[config.mk]
export PLATFORM = sky130hd
export DESIGN_NAME = vga_scan_gen
export DESIGN_NICKNAME = d
export VERILOG_FILES = /design/src/rtl/vga_pkg.sv /design/src/rtl/vga_scan_gen_pixel_tick_div.sv /design/src/rtl/vga_scan_gen.sv
export SDC_FILE = /design/constraint.sdc
export NUM_CORES = 1
export LEC_CHECK = 0
export ABC_AREA = 1
export CORE_ASPECT_RATIO = 2
export CORE_MARGIN = 2
export CORE_UTILIZATION = 51
export CTS_CLUSTER_DIAMETER = 30
export CTS_CLUSTER_SIZE = 10
export DETAILED_ROUTE_END_ITERATION = 7
export PLACE_DENSITY = 0.87
export SYNTH_ARGS = -nofsm -noshare
export SYNTH_HDL_FRONTEND = slang
export SYNTH_SLANG_ARGS = --single-unit
[constraint.sdc]
create_clock -name clk -period 3.2 [get_ports clk]
set_input_delay 0.64 -clock clk [delete_from_list [all_inputs] [get_ports clk]]
set_output_delay 0.64 -clock clk [all_outputs]
set_load 0.01 [all_outputs]
[src/rtl/vga_pkg.sv]
// Shared VGA timing defaults and colour definitions.
package vga_pkg;

    localparam int unsigned CNT_W         = 10;
    localparam int unsigned COLOR_W       = 12;

    localparam int unsigned H_DISPLAY_DEF = 640;
    localparam int unsigned H_FP_DEF      = 16;
    localparam int unsigned H_SYNC_DEF    = 96;
    localparam int unsigned H_BP_DEF      = 48;
    localparam int unsigned V_DISPLAY_DEF = 480;
    localparam int unsigned V_FP_DEF      = 10;
    localparam int unsigned V_SYNC_DEF    = 2;
    localparam int unsigned V_BP_DEF      = 33;
    localparam int unsigned CLK_DIV_DEF   = 4;

    // {R[3:0], G[3:0], B[3:0]}
    typedef logic [COLOR_W-1:0] color_t;

    localparam color_t COLOR_BLACK = 12'h000;
    localparam color_t COLOR_WHITE = 12'hFFF;

endpackage : vga_pkg

[src/rtl/vga_scan_gen_pixel_tick_div.sv]
// Divides the system clock down to a one-clock pixel tick every CLK_DIV clocks.
module pixel_tick_div #(
    parameter int unsigned CLK_DIV = 4
) (
    input  logic clk,
    input  logic reset,
    output logic p_tick
);

    localparam int unsigned DIV_W = (CLK_DIV > 1) ? $clog2(CLK_DIV) : 1;

    logic [DIV_W-1:0] r_div;
    logic             w_last;

    assign w_last = (r_div == DIV_W'(CLK_DIV - 1));

    // Free-running divider, 0..CLK_DIV-1, restarts from 0 on reset.
    always_ff @(posedge clk) begin
        if (reset) begin
            r_div <= '0;
        end else if (w_last) begin
            r_div <= '0;
        end else begin
            r_div <= r_div + DIV_W'(1);
        end
    end

    // Tick on the last clock of each pixel period; r_div is 0 in reset so this is low.
    assign p_tick = w_last;

endmodule : pixel_tick_div

[src/rtl/vga_scan_gen.sv]
// VGA scan generator: pixel counters, sync decode and registered connector outputs.
module vga_scan_gen
    import vga_pkg::*;
#(
    parameter int unsigned H_DISPLAY = H_DISPLAY_DEF,
    parameter int unsigned H_FP      = H_FP_DEF,
    parameter int unsigned H_SYNC    = H_SYNC_DEF,
    parameter int unsigned H_BP      = H_BP_DEF,
    parameter int unsigned V_DISPLAY = V_DISPLAY_DEF,
    parameter int unsigned V_FP      = V_FP_DEF,
    parameter int unsigned V_SYNC    = V_SYNC_DEF,
    parameter int unsigned V_BP      = V_BP_DEF,
    parameter int unsigned CLK_DIV   = CLK_DIV_DEF,   // must be >= 2
    parameter color_t      FG_COLOR  = COLOR_WHITE
) (
    input  logic               clk,
    input  logic               reset,
    input  logic               display,
    output logic [CNT_W-1:0]   x,
    output logic [CNT_W-1:0]   y,
    output logic               p_tick,
    output logic               video_on,
    output logic               frame_start,
    output logic               hsync,
    output logic               vsync,
    output logic [COLOR_W-1:0] rgb
);

    localparam int unsigned H_TOTAL   = H_DISPLAY + H_FP + H_SYNC + H_BP;
    localparam int unsigned V_TOTAL   = V_DISPLAY + V_FP + V_SYNC + V_BP;
    localparam int unsigned H_SYNC_LO = H_DISPLAY + H_FP;
    localparam int unsigned H_SYNC_HI = H_DISPLAY + H_FP + H_SYNC;
    localparam int unsigned V_SYNC_LO = V_DISPLAY + V_FP;
    localparam int unsigned V_SYNC_HI = V_DISPLAY + V_FP + V_SYNC;

    logic [CNT_W-1:0] r_h;
    logic [CNT_W-1:0] r_v;
    logic             r_hsync;
    logic             r_vsync;
    color_t           r_rgb;

    logic             w_p_tick;
    logic             w_h_end;
    logic             w_v_end;
    logic             w_video_on;
    logic             w_h_sync_n;
    logic             w_v_sync_n;

    pixel_tick_div #(
        .CLK_DIV (CLK_DIV)
    ) u_div (
        .clk    (clk),
        .reset  (reset),
        .p_tick (w_p_tick)
    );

    assign w_h_end    = (r_h == CNT_W'(H_TOTAL - 1));
    assign w_v_end    = (r_v == CNT_W'(V_TOTAL - 1));
    assign w_video_on = (r_h < CNT_W'(H_DISPLAY)) && (r_v < CNT_W'(V_DISPLAY));
    assign w_h_sync_n = !((r_h >= CNT_W'(H_SYNC_LO)) && (r_h < CNT_W'(H_SYNC_HI)));
    assign w_v_sync_n = !((r_v >= CNT_W'(V_SYNC_LO)) && (r_v < CNT_W'(V_SYNC_HI)));

    // Horizontal/vertical position counters, advanced once per pixel tick.
    always_ff @(posedge clk) begin
        if (reset) begin
            r_h <= '0;
            r_v <= '0;
        end else if (w_p_tick) begin
            if (w_h_end) begin
                r_h <= '0;
                r_v <= w_v_end ? '0 : r_v + CNT_W'(1);
            end else begin
                r_h <= r_h + CNT_W'(1);
            end
        end
    end

    // Connector registers capture the current pixel on its tick so all three stay aligned.
    always_ff @(posedge clk) begin
        if (reset) begin
            r_hsync <= 1'b1;
            r_vsync <= 1'b1;
            r_rgb   <= COLOR_BLACK;
        end else if (w_p_tick) begin
            r_hsync <= w_h_sync_n;
            r_vsync <= w_v_sync_n;
            r_rgb   <= (w_video_on && display) ? FG_COLOR : COLOR_BLACK;
        end
    end

    assign x           = r_h;
    assign y           = r_v;
    assign p_tick      = w_p_tick;
    assign video_on    = w_video_on;
    assign frame_start = w_p_tick && (r_h == '0) && (r_v == '0);
    assign hsync       = r_hsync;
    assign vsync       = r_vsync;
    assign rgb         = r_rgb;

endmodule : vga_scan_gen

# Yosys cells after proc, flatten, opt, wreduce, memory -nomap -nowiden
# Cells that the tools add are included.
[word_totals]
reg_bits = 36
inputBits = 3
out_inout_bits = 37
elab_cells = 33
[classes]
n_addsub = 3
order_cmp = 6
n_eq_ne = 3
n_mux = 3
reduce_logical = 12
[op_table]
columns = ["op", "n"]
rows = [
  ["$add A10 B1 Y10 const B", 2],
  ["$eq A10 B10 Y1 const B", 2],
  ["$logic_not A10 Y1", 2],
  ["$lt A10 B10 Y1 const B", 2],
  ["$lt A10 B9 Y1 const B", 2],
  ["$mux W10", 2],
  ["$mux W12", 1],
  ["$ge A10 B10 Y1 const B", 1],
  ["$ge A10 B9 Y1 const B", 1],
  ["$logic_and A1 B1 Y1", 6],
  ["$add A2 B1 Y2 const B", 1],
  ["$eq A2 B2 Y1 const B", 1],
  ["$logic_not A1 Y1", 2],
  ["$reduce_and A2 Y1", 1],
  ["$reduce_or A2 Y1", 1],
]

# Logic depth before layout (Yosys ltp)
[logic_depth]
word_depth = 4
depth_mapped = 9
ltp_nobuf = 9

# Cells and area by module
# A second synthesis with hierarchy kept.
[unflattened]
hier_cells = 232
area_unflattened_um2 = 1521.5
[by_module_without_submodules]
columns = ["module", "n_inst", "cells_per_inst", "area_each_um2", "seq_area_each_um2"]
rows = [
  ["vga_scan_gen", 1, 223, 1446.4, 460.4],
  ["pixel_tick_div", 1, 9, 75.1, 40.0],
]

# Worst setup path after synthesis
# OpenSTA, ideal clock, no wires.
[synth_path]
path_kind = "register -> output"
start = "register u_div.r_div[0]"
end = "output port frame_start"
t_arrival_ns = 1.241
required_ns = 2.560
path_slack_ns = 1.319
path_stages_with_launch = 7
n_path_buf = 1
cell_sequence = "dfxtp_1 -> ha_1 -> buf_4 -> inv_1 -> nor4_1 -> nand2_1 -> nor2_1"
[synth_via]
elab_chain_cells = 3
[synth_lines]
columns = ["element", "line_no", "source"]
rows = [
  ["start: declaration", "vga_scan_gen_pixel_tick_div.sv:12", "logic [DIV_W-1:0] r_div;"],
  ["start signal: assignment", "vga_scan_gen_pixel_tick_div.sv:24", "r_div <= r_div + DIV_W'(1);"],
  ["$eq A2 B2 Y1", "vga_scan_gen_pixel_tick_div.sv:15", "assign w_last = (r_div == DIV_W'(CLK_DIV - 1));"],
  ["named net p_tick", "vga_scan_gen.sv:21", "output logic p_tick,"],
  ["$logic_and A1 B1 Y1 (2 in series)", "vga_scan_gen.sv:95", "assign frame_start = w_p_tick && (r_h == '0) && (r_v == '0);"],
  ["end: declaration", "vga_scan_gen.sv:23", "output logic frame_start,"],
]
# The timed path passes the listed nets, and every way through them passes these cells.

# Worst setup path in the final report
[layout_path]
start = "register u_div.r_div[0]"
end = "output port frame_start"
[layout_via]
elab_chain_cells = 3
[layout_lines]
columns = ["element", "line_no"]
rows = [
  ["$eq A2 B2 Y1", "vga_scan_gen_pixel_tick_div.sv:15"],
  ["$logic_and A1 B1 Y1 (2 in series)", "vga_scan_gen.sv:95"],
]
# Every way passes these cells.

==> metrics.yaml <==
finish:
  design_area_um2: 1850
  drive_gt1_share_pct: 5.60
  areaGrowthSynthToFinish_pct: 25.6
  ff_latch_area_um2: 500
  multiInputGateArea_um2: 747
  diodes: 0
  fillCellCount: 242
  nets: 259
cts:
  cts_htree_levels: 1
  cts_inserted_buffers: 3
  cts_setup_buffers: 0
  cts_buffer_depth: 2
  clk_pin_slew_ns: 0.08
  cts_tree: "yes"
  insertion_delay_ns: 0.28
  cts_sinks: 25
  hold_buffers: 0
  cts-root-buf: "clkbuf_8"
  cts_resized: 0
worst_hold_path:
  holdPathStages: 1
  holdCritPathClass: "reg -> reg"
route:
  met3WireLength_um: 100
  wl_met1_um: 1330
  vias: 1421
  drt_iter0_markers: 38
  wl_met2_um: 1910
  drt-pass1-iter-count: 4
  drtAntennaViolNets: 0
  wl_um: 3470
  wire_per_inst_um: 12.4
  routed_via_density: 5.09
  drc: 0
  routed.top_layer: "met4"
placement:
  post_dp_cell_area_um2: 1800
  gp_congestion: 0.907
  hpwlAfterDp_um: 2690
  portBuffers: 39
  place_ws_ns: 0.881
global_route:
  antenna_found_initial: 0
  grt_overflow: 0
  grtUsageTotal_pct: 22.4
  grt_pass1_wl_um: 5690
  grt_pass1_vias: 1353
  grt_max_degree: 15
timing:
  worst_slack_ns: 0.578
  finalCritPeriodShare_pct: 81.9
  tns_ns: 0
  whs_ns: 0.432
  max_slew_margin_pct: 75.5
  post-route-min-period_ns: 2.62
  tightest_slew_ns: 0.367
  slew_violations: 0
  hold_viol_final: 0
  grt_setup_unrepaired: "no"
  skew_ns: 0.00630
  finalSetupViolations: 0
  max_freq_mhz: 381
synthesis:
  synthArstFlopShare_pct: 0
  ys_seq_area_share_pct: 34.0
  synthesis.nets: 228
  synth_warnings: 0
  syn_area_per_cell_um2: 6.68
  netlist_area_um2: 1470
  syn_inst: 220
  synth-main-ff-cell: "dfxtp_1"
  synth_edf_count: 0
  ys_ff_latch: 25
  yosys.cell_types.count: 29
run_status:
  outcome: "complete, no violations"
floorplanning:
  num_io_pins: 40
  fp.dieH_um: 79.9
  die_w_um: 42.0
  core_um2: 2740
  start_util_pct: 53.7
  rows: 27
  dieArea_um2: 3350
worst_setup_path:
  r2r-start: "x[0]"
  critPathMaxStageDelay_ns: 0.53
  critical_path.cell_chain: "ha_1 -> buf_4 -> inv_1 -> nor4_1 -> nand2_1 -> nor2_1 -> clkdlybuf4s50_1"
  rr_worst_depth: 8
  startpoint: "u_div.r_div[0]"
  end_kind: "primary output"
  crit_end: "frame_start"
  startpoint_type: "register"
  required_ns: 2.56
  cp_slowest_cell: "clkdlybuf4s50_1"
  reg2reg_to: "y[0]"
  crit_arrival_ns: 1.98
  reg2reg_slack_ns: 1.40
  path_max_fanout: 10
  critPathKind: "reg -> out"
power:
  fin_total_pwr_w: 0.000562
  ir_drop_mv: 0.220
  p_per_area_nw_per_um2: 304
  leakage_nw: 0.747
flow_run:
  cap_viol_max_count: 0
-- worst max-delay path: cells and delay by family (launching register included) --
family	cells	cell delay, ns
and+or+nand+nor	3	0.41
buffers and inverters	3	0.80
DFF	1	0.34
adders and majority gates	1	0.15
-- worst min-delay path by stage --
stage	start	to
2_1_floorplan	u_div.r_div[0]	u_div.r_div[0]
3_3_place_gp	u_div.r_div[0]	u_div.r_div[0]
6_report	u_div.r_div[0]	u_div.r_div[0]
4_1_cts	u_div.r_div[0]	u_div.r_div[0]
3_5_place_dp	u_div.r_div[0]	u_div.r_div[0]
5_1_grt	u_div.r_div[0]	u_div.r_div[0]
-- placed cells by master (no fill, tap or decap) --
master            n
o21ai_1           2
inv_2             1
ha_1              5
nor2_1           42
nand2_1          51
a31oi_1           1
clkdlybuf4s50_1  39
nand3_4           1
nand4_1           5
xor2_1            2
nor4_1            4
o21ai_0           4
nor3b_1           2
o21ai_2           1
a21oi_1           7
xnor2_1           1
clkbuf_8          3
nor2_4            1
dfxtp_1          25
o21bai_2          2
clkbuf_1          1
nor2_2            1
nand2_2           2
nand3b_1          2
buf_4             2
nor3_1            1
a211oi_1          1
nand3_1          12
inv_1            29
-- metal layers --
layer | up-vias | GRT usage, %
li1 | 741 | -
met1 | 636 | 22.0
met2 | 34 | 41.9
met3 | 10 | 2.94
met4 | 0 | 15.2
met5 | - | 0
-- kinds of logic (layout without fill, tap and decap cells) --
logic type / Yosys count / in the layout / share of synthesized area [%]
AOI/OAI and AO/OA: 18 / 18 / 7.49
adders and majority gates: 5 / 5 / 4.26
DFF: 25 / 25 / 34.0
xor gates and xnor gates: 3 / 3 / 1.79
buffers and inverters: 45 / 75 / 15.1
and+or+nand+nor: 124 / 124 / 37.3
-- registers in the layout, summed over array words and instances, names as in the netlist --
name / count
hsync: 1
y: 10
rgb: 1
u_div.r_div: 2
vsync: 1
x: 10
-- through the flow --
| step | cells | utilization (%) |
|---|---|---|
| 2_1_floorplan | 220 | - |
| 3_3_place_gp | 275 | 65.8 |
| 3_5_place_dp | 275 | 65.8 |
| 4_1_cts | 279 | 67.5 |
| 5_1_grt | 279 | 67.5 |
| 6_report | 279 | 67.5 |
-- cells in the mapped netlist, types with 2 or more instances --
cell type / count / share of area, %
o21ai_1: 2 / 0.68
inv_1: 29 / 7.4
a21oi_1: 7 / 2.4
o21ai_0: 4 / 1.4
nand2_2: 2 / 0.85
nor3b_1: 2 / 1.0
dfxtp_1: 25 / 34
nor4_1: 4 / 1.7
o21bai_2: 2 / 1.5
ha_1: 5 / 4.3
xor2_1: 2 / 1.2
nand2_1: 51 / 13
nand3b_1: 2 / 1.0
nand3_1: 12 / 4.1
buf_4: 12 / 6.1
nand4_1: 5 / 2.1
nor2_1: 42 / 11
-- area by class of cell --
| class | instances | area share, % |
|---|---|---|
| clock buffer | 4 | 2.44 |
| inverter | 30 | 6.10 |
| multi-input combinational | 150 | 40.4 |
| sequential | 25 | 27.1 |
| tap | 29 | 1.96 |
| timing repair buffer | 41 | 22.0 |
-- report_power, final --
part            total, W  switching, W  internal, W
combinational  0.0000502     0.0000257    0.0000245
clock           0.000192      0.000103    0.0000894
sequential      0.000319    0.00000384     0.000316
total           0.000562      0.000133     0.000429
No activity file was read; power rests on OpenSTA's default activity.
==> RTL change, RTL diff (config.mk and constraints unchanged) <==
Reset style: asynchronous (`reset`), changed in 3 clocked blocks.
--- a/src/rtl/vga_scan_gen_pixel_tick_div.sv
+++ b/src/rtl/vga_scan_gen_pixel_tick_div.sv
@@ -16,5 +16,5 @@
 
     // Free-running divider, 0..CLK_DIV-1, restarts from 0 on reset.
-    always_ff @(posedge clk) begin
+    always_ff @(posedge clk or posedge reset) begin
         if (reset) begin
             r_div <= '0;
--- a/src/rtl/vga_scan_gen.sv
+++ b/src/rtl/vga_scan_gen.sv
@@ -62,5 +62,5 @@
 
     // Horizontal/vertical position counters, advanced once per pixel tick.
-    always_ff @(posedge clk) begin
+    always_ff @(posedge clk or posedge reset) begin
         if (reset) begin
             r_h <= '0;
@@ -77,5 +77,5 @@
 
     // Connector registers capture the current pixel on its tick so all three stay aligned.
-    always_ff @(posedge clk) begin
+    always_ff @(posedge clk or posedge reset) begin
         if (reset) begin
             r_hsync <= 1'b1;
Formal check against the unedited RTL: differs if reset is asserted again (counterexample within 4 cycles, from zero or initial values and one cycle with reset high); with reset held inactive, the same outputs for 10 cycles.
==> RTL change against the original RTL <==
Via count is 1.7% lower. Die area increased by 6.4%. Routed wire length fell by 2.6%. Critical path type unchanged. Sequential power about the same. Global-route usage shrank 2.1 points. Area after synthesis up 6.9%. Count of clock-buffer cells in the layout shrank 1. Final area grew 5.8%. Setup slack better by 0.036 ns. Synthesized cell count fell by 11%. Sequential cell count is the same. Largest power group unchanged. Combinational power shrank 44%. Total power shrank 4.3%. Highest routed layer unchanged. Utilization shrank 1.1 points.
==> RTL change: results (changes against the original RTL) <==
fillers 245 (was 242); Reg area 628.1 um^2 (was 500.5 um^2); Int Pwr 0.4188 mW (was 0.4294 mW); Netlist cell types 28 (was 29); Placed Cells 253 (was 275); first-pass GRT wire length 5.457 mm (was 5.685 mm); Power Density 275.3 mW/mm^2 (was 304.3 mW/mm^2); FFs w/ async S/R, synth 100.0% (was 0%); area occupied by multi-input gates 719.4 um^2 (was 747.0 um^2); vias per cell 5.436 (was 5.093); slew of the pin with the lowest slew margin 0.9653 ns (was 0.3670 ns); vias 1397 (was 1421); inverters 32 (was 30); top cells by area, synth dfrtp_1 37%, nand2_1 10%, inv_1 7.2%, nand3_1 5.4%, buf_4 5.3% (was dfxtp_1 34%, nand2_1 13%, nor2_1 11%, inv_1 7.4%, buf_4 6.1%); Post-synth top cells 43 x nand2_1, 30 x inv_1, 23 x dfrtp_1 (was 51 x nand2_1, 42 x nor2_1, 29 x inv_1); Post-Synthesis Cells 196 (was 220); Net count, final 236 (was 259); vias in the first global route 1261 (was 1353); dpl ws 0.9584 ns (was 0.8811 ns); Seq/Total Area, Yosys 39.97% (was 34.04%); Clock Skews 0.009394 ns (was 0.006304 ns); Iter 0 DRT Violations 44 (was 38); clk tree area frac 2.369% (was 2.439%); final WL 3.378 mm (was 3.468 mm); Lkg Pwr 0.9016 nW (was 0.7473 nW); Seq/total area 32.14% (was 27.10%); status finished, final reports clean (unchanged); Post-Place Cell Area 0.001908 mm^2 (was 0.001802 mm^2); multi-input gates 126 (was 150); count of plain and timing-repair buffers 40 (was 41); Worst EP arrival 1.95 ns (was 1.98 ns); largest area contributor in the netlist dfrtp_1 (was dfxtp_1); GR Util All Layers 20.32% (was 22.44%); GPL Wtd Cong 0.9151 (was 0.9074)
[RTL change: changes by cell type in the layout (fill, tap and decap cells not counted), sizes merged, moves of 4 or more]
cell,before,now
nor3,1,11
dfxtp,25,0
nand3,13,18
nand2,53,45
a21oi,7,0
o21ai,7,14
nor4,4,0
dfrtp,0,23
nor2,44,17
[RTL change: power by group through the flow]
stage                     logic [mW]  registers, mW  clock network, mW
after floorplan               0.0190          0.325                  0
after global placement        0.0284          0.324                  0
after detailed placement      0.0291          0.325                  0
after CTS                     0.0291          0.318              0.195
after global routing          0.0306          0.319              0.208
final                         0.0282          0.318              0.192
[RTL change: logic make-up (layout without fill, tap and decap cells)]
kind of cell	after synthesis	in the layout	synth area share, %
and+or+nand+nor	99	99	31.93
adders and majority gates	5	5	3.981
DFF	25	25	39.97
AOI/OAI and AO/OA	17	17	7.086
buffers and inverters	45	76	14.25
xor gates and xnor gates	5	5	2.787
[RTL change: metal layers]
metal	global-route usage (%)	part of all wire [%]	up-vias
li1	-	-	682
met1	21.28	38	664
met2	38.81	56	44
met3	2.174	3.4	7
met4	9.697	2.4	0
met5	0	0	-
[RTL change: worst reg2reg max path, cell delays in order, from the launching register on]
cell      delay (ns)
dfrtp_1         0.35
ha_1            0.18
buf_4           0.20
nand2_1         0.10
nor2_1          0.26
nand2_1         0.14
o21bai_1        0.15
o211a_1         0.15
[RTL change: final timing paths]
kind                       depth (start not counted)            from              to  slack (ns)
max                                                6            y[4]     frame_start        0.61
min                                                1  u_div.r_div[0]  u_div.r_div[0]        0.43
max reg2reg                                        7  u_div.r_div[0]            x[8]        1.63
min reg2reg                                        1  u_div.r_div[0]  u_div.r_div[0]        0.43
max in group asynchronous                          2           reset            y[2]        1.73
min in group asynchronous                          2           reset            y[3]        0.88
